==> config.mk <==
export PLATFORM = sky130hd
export DESIGN_NAME = weighted_rr_arbiter
export DESIGN_NICKNAME = d
export VERILOG_FILES = /design/src/rtl/weighted_rr_arbiter.sv
export SDC_FILE = /design/constraint.sdc
export NUM_CORES = 1
export LEC_CHECK = 0
export CAP_MARGIN = 40
export CORE_ASPECT_RATIO = 0.7
export CORE_UTILIZATION = 45
export DETAILED_ROUTE_END_ITERATION = 10
export HOLD_SLACK_MARGIN = 0.15
export PLACE_DENSITY_LB_ADDON = 0.15
export SYNTH_ARGS = -nofsm -noshare
export SYNTH_HDL_FRONTEND = slang
export SYNTH_SLANG_ARGS = --single-unit
==> constraint.sdc <==
create_clock -name clk_i -period 3.7 [get_ports clk_i]
set_clock_uncertainty 0.15 [all_clocks]
set_input_delay 0.925 -clock clk_i [delete_from_list [all_inputs] [get_ports clk_i]]
set_output_delay 0.925 -clock clk_i [all_outputs]
set_load 0.02 [all_outputs]
==> src/rtl/weighted_rr_arbiter.sv <==
// weighted_rr_arbiter: weighted round-robin arbiter with a rotating head pointer.
// A requester may take up to its weight in consecutive grants before the head
// moves past it. A weight field of 0 is treated as 1.
// Optional grant locking is built only when WEIGHTED_RR_ARBITER_LOCK_EN is
// defined. Without it, lock_i is ignored and the arbiter never leaves ARB.
module weighted_rr_arbiter #(
  parameter int NUM_REQ  = 4,
  parameter int WEIGHT_W = 4
) (
  input  logic                        clk_i,
  input  logic                        arst_ni,
  input  logic                        allow_i,
  input  logic [NUM_REQ-1:0]          req_i,
  input  logic [NUM_REQ*WEIGHT_W-1:0] weight_i,
  input  logic                        lock_i,
  output logic [NUM_REQ-1:0]          gnt_o,
  output logic                        gnt_found_o,
  output logic [$clog2(NUM_REQ)-1:0]  gnt_idx_o
);

  localparam int IDX_W = $clog2(NUM_REQ);

  // Head pointer and the number of grants already used in the current burst.
  logic [IDX_W-1:0]    ptr_q, ptr_d;
  logic [WEIGHT_W-1:0] cnt_q, cnt_d;

`ifdef WEIGHTED_RR_ARBITER_LOCK_EN
  typedef enum logic {
    ST_ARB    = 1'b0,
    ST_LOCKED = 1'b1
  } state_e;

  state_e           state_q, state_d;
  logic [IDX_W-1:0] lidx_q, lidx_d;
`else
  // Lock input has no function in this build.
  logic unused_lock;
  assign unused_lock = lock_i;
`endif

  // Requests are forced to zero while reset is asserted, so the outputs are
  // quiet during reset even though they are combinational.
  logic [NUM_REQ-1:0] req_eff;
  assign req_eff = arst_ni ? req_i : '0;

  // Effective weight per requester: a field of 0 counts as 1.
  logic [WEIGHT_W-1:0] w_eff [NUM_REQ];

  for (genvar gi = 0; gi < NUM_REQ; gi++) begin : g_weight
    assign w_eff[gi] = (weight_i[gi*WEIGHT_W +: WEIGHT_W] == '0)
                       ? WEIGHT_W'(1)
                       : weight_i[gi*WEIGHT_W +: WEIGHT_W];
  end

  // Rotating-priority search starting at ptr_q. Walking the offsets from high
  // to low leaves the nearest requester as the last assignment.
  logic             arb_found;
  logic [IDX_W-1:0] arb_idx;

  // Find the first active requester at or after the head pointer.
  always_comb begin
    int               cand;
    logic [IDX_W-1:0] cand_idx;
    arb_found = 1'b0;
    arb_idx   = '0;
    cand      = 0;
    cand_idx  = '0;
    for (int off = NUM_REQ - 1; off >= 0; off--) begin
      cand = int'(ptr_q) + off;
      if (cand >= NUM_REQ) begin
        cand = cand - NUM_REQ;
      end
      cand_idx = IDX_W'(cand);
      if (req_eff[cand_idx]) begin
        arb_found = 1'b1;
        arb_idx   = cand_idx;
      end
    end
  end

  // Burst accounting for an ARB grant: the grant continues the burst only
  // when it goes to the requester already at the head.
  logic [WEIGHT_W:0] used;
  logic              burst_done;
  logic [IDX_W-1:0]  ptr_adv;

  // Count the grants used in the burst and decide whether the head moves on.
  always_comb begin
    used       = (arb_idx == ptr_q) ? ({1'b0, cnt_q} + (WEIGHT_W+1)'(1))
                                    : (WEIGHT_W+1)'(1);
    burst_done = (used >= {1'b0, w_eff[arb_idx]});
    ptr_adv    = (arb_idx == IDX_W'(NUM_REQ - 1)) ? '0 : (arb_idx + IDX_W'(1));
  end

  // Grant selection: the locked requester while locked, otherwise the search.
  logic             gnt_valid;
  logic [IDX_W-1:0] gnt_idx;

  // Select the granted requester for this cycle.
  always_comb begin
    gnt_valid = 1'b0;
    gnt_idx   = '0;
`ifdef WEIGHTED_RR_ARBITER_LOCK_EN
    if (state_q == ST_LOCKED) begin
      gnt_valid = allow_i & req_eff[lidx_q];
      gnt_idx   = lidx_q;
    end else begin
      gnt_valid = allow_i & arb_found;
      gnt_idx   = arb_idx;
    end
`else
    gnt_valid = allow_i & arb_found;
    gnt_idx   = arb_idx;
`endif
  end

  for (genvar gi = 0; gi < NUM_REQ; gi++) begin : g_gnt
    assign gnt_o[gi] = gnt_valid && (gnt_idx == IDX_W'(gi));
  end

  assign gnt_found_o = gnt_valid;
  assign gnt_idx_o   = gnt_valid ? gnt_idx : '0;

  // Next-state logic. A low allow_i freezes every piece of state.
  always_comb begin
    ptr_d = ptr_q;
    cnt_d = cnt_q;
`ifdef WEIGHTED_RR_ARBITER_LOCK_EN
    state_d = state_q;
    lidx_d  = lidx_q;
    if (allow_i) begin
      if (state_q == ST_LOCKED) begin
        // Leave the lock when the holder drops its request, or after a held
        // grant on a cycle where lock_i has been released.
        if (!req_eff[lidx_q] || !lock_i) begin
          state_d = ST_ARB;
        end
      end else if (arb_found) begin
        if (burst_done) begin
          ptr_d = ptr_adv;
          cnt_d = '0;
        end else begin
          ptr_d = arb_idx;
          cnt_d = used[WEIGHT_W-1:0];
        end
        if (lock_i) begin
          state_d = ST_LOCKED;
          lidx_d  = arb_idx;
        end
      end
    end
`else
    if (allow_i && arb_found) begin
      if (burst_done) begin
        ptr_d = ptr_adv;
        cnt_d = '0;
      end else begin
        ptr_d = arb_idx;
        cnt_d = used[WEIGHT_W-1:0];
      end
    end
`endif
  end

  // State registers. Reset abandons any burst or lock in progress.
  always_ff @(posedge clk_i or negedge arst_ni) begin
    if (!arst_ni) begin
      ptr_q <= '0;
      cnt_q <= '0;
    end else begin
      ptr_q <= ptr_d;
      cnt_q <= cnt_d;
    end
  end

`ifdef WEIGHTED_RR_ARBITER_LOCK_EN
  // Lock state registers.
  always_ff @(posedge clk_i or negedge arst_ni) begin
    if (!arst_ni) begin
      state_q <= ST_ARB;
      lidx_q  <= '0;
    end else begin
      state_q <= state_d;
      lidx_q  <= lidx_d;
    end
  end
`endif

endmodule

==> results.json <==
{
  "status": "complete, no violations",
  "fmaxAchievable_ghz": 0.2724,
  "fp.dieArea_um2": 2161,
  "finalHoldViolations": 0,
  "dr.pass1.iters": 4,
  "fin_crit_ns": 3.672,
  "syn_avg_cell_area_um2": 7.804,
  "period_share_pct": 99.23,
  "ys_types": 39,
  "syn2layout_area_growth_pct": 66.39,
  "r2r_start": "ptr_q[1]",
  "end_kind": "register",
  "clock_latency_ns": 0.25,
  "die_h_um": 39.20,
  "synth.ff_latch_count": 6,
  "diodes": 0,
  "yosysTopAreaCell": "dfrtp_1",
  "clockBufferDepth": 2,
  "grtUsageTotal_pct": 31.76,
  "drive_above_1_share_pct": 29.76,
  "cts_buffers": 3,
  "dpl_cell_area_um2": 1361,
  "rr_endpoint": "cnt_q[3]",
  "synth_ff_type": "dfrtp_1",
  "yosysWarnings": 0,
  "post-dp-hpwl_um": 2277,
  "routedWlPerCell_um": 15.98,
  "drt-total-wl_um": 3036,
  "viasPerCell": 5.884,
  "holdWs_ns": 0.4116,
  "fin_area_um2": 1480,
  "netlist_instances": 114,
  "final_cells": 190,
  "max-cap-violations": 0,
  "seqCellArea_um2": 150.1,
  "io_pins": 31,
  "post-route-util_pct": 79.82,
  "coreArea_um2": 1854,
  "via_count": 1118,
  "grt_pass1_wl_um": 4629,
  "relSlewSlack_pct": 73.82,
  "multi_input_area_um2": 785.8,
  "numPortBuffers": 29,
  "maxSlewViolCount": 0,
  "synth_edf_count": 0,
  "antenna_found_initial": 0,
  "ir_drop_mv": 0.5828,
  "critPathArrivalTime_ns": 3.71,
  "worstHoldPathCells": 1,
  "cts_sinks": 6,
  "rows": 13,
  "hp-start": "cnt_q[1]",
  "ys_async_sr_fraction_pct": 100.0,
  "power.total_uw": 825.5,
  "setup-violations-final": 0,
  "synthesis.area_um2": 889.6,
  "rsz0062_at_grt": "true",
  "drc": 0,
  "cp_max_fo": 6,
  "crit_path_start_kind": "input port",
  "fill_cells": 128,
  "yosys.area.top_type_share_pct": 16.88,
  "crit_type": "in2reg",
  "rr_worst_depth": 13,
  "htreeDepth": 1,
  "drt_iter0_markers": 25,
  "cts_tree": "done",
  "cts-root-buf": "clkbuf_4",
  "synth_top_cells_by_count": "ha_1 (9), nor3_1 (9), nand2_1 (8), nor2_1 (8)",
  "required_ns": 3.73,
  "ant_nets": 0,
  "p_per_area_nw_per_um2": 557.7,
  "gp_congestion": 0.8512,
  "synth_fp_nets": 147,
  "rrSetupSlack_ns": 0.25,
  "final_net_count": 203,
  "die_w_um": 55.14,
  "leakage_nw": 0.6926,
  "first_global_vias": 1031,
  "path_clk_slew_ns": 0.04,
  "hp-class": "reg2reg",
  "worstMarginPinSlew_ns": 0.3897,
  "synthTopCellsByArea": "dfrtp_1 (17%), ha_1 (13%), nor3_1 (5.1%), mux2_1 (3.8%), and2_1 (3.5%)",
  "ys_seq_area_share_pct": 16.88,
  "whs_endpoint": "cnt_q[1]",
  "post-place-cells": 185,
  "grt_max_degree": 12,
  "overflow": 0,
  "initial_utilization_pct": 47.98
}
[cell type report]
class	instances	share of cell area, %
clock buffer	3	1.522
inverter	4	1.014
multi-input combinational	100	53.09
sequential	6	10.14
tap	22	1.860
timing repair buffer	55	32.38
[critical path, cell delays in order]
cell and delay (ns):
buf_6 0.07, a31oi_1 0.07, o21a_1 0.21, o221a_4 0.31, or3_4 0.40, o311ai_4 0.09, o21ai_1 0.10, ha_1 0.30
nand2b_4 0.15, a2111oi_4 0.41, nor3_4 0.12, nand3b_1 0.25, nor4_2 0.18, a21o_1 0.11
[worst max path at each step]
stage | end | depth (start not counted) | start
after floorplan | cnt_q[3] | 14 | req_i[0]
after global placement | cnt_q[3] | 14 | req_i[1]
after detailed placement | ptr_q[1] | 13 | req_i[1]
after CTS | cnt_q[3] | 14 | req_i[1]
after global routing | cnt_q[3] | 14 | req_i[0]
final | cnt_q[3] | 14 | req_i[0]
[placed cells by master, fill, tap and decap left out, drive strengths merged, types with 4 or more instances in the layout]
cell / count
nor3: 9
clkdlybuf4s50: 17
buf: 29
o21ai: 9
nand2b: 5
dlygate4sd2: 4
clkbuf: 5
inv: 4
and3: 4
and2: 5
nor2: 8
a21oi: 5
dfrtp: 6
nand2: 8
ha: 9
[report_power, final]
part           switching, mW  internal (mW)
clock network         0.0251         0.0368
registers             0.0463         0.0947
logic                  0.300          0.322
total                  0.372          0.454
[through the flow]
| stage | worst slack, ns | TNS, ns |
|---|---|---|
| after global placement | -0.6398 | -6.781 |
| after global routing | -0.08321 | -0.1825 |
| after CTS | 0.0004734 | 0 |
| after floorplan | 0.005819 | 0 |
| final | 0.02842 | 0 |
| after detailed placement | -0.7042 | -7.583 |
[flip-flops by register name (all words and copies together) (netlist names)]
register,flops
cnt_q,4
ptr_q,2
[what timing repair did]
action / 4_1_cts / 5_1_grt
hold buffers: 0 / 0
gates cloned: 0 / 0
gates resized for setup: 29 / 21
endpoints found under the setup margin: 13 / 11
buffers inserted: 0 / 2
pin swaps: 3 / 11
[cell families after synthesis]
logic type,Yosys count,share of synthesized area (%)
xor+xnor,3,2.954
mux,6,7.173
buf+inv,8,4.640
fa+ha+maj,9,12.66
compound gates,30,24.05
flops,6,16.88
simple gates,52,31.65
[per-layer routing]
layer  GRT usage (%)  vias to the layer above  routed length [µm]
met4           11.25                        0                  15
li1                -                      535                   -
met2           50.60                       34                1462
met3           8.627                        2                 156
met1           40.74                      547                1401
met5               0                        -                   0
Power figures use the tool's default switching activity.
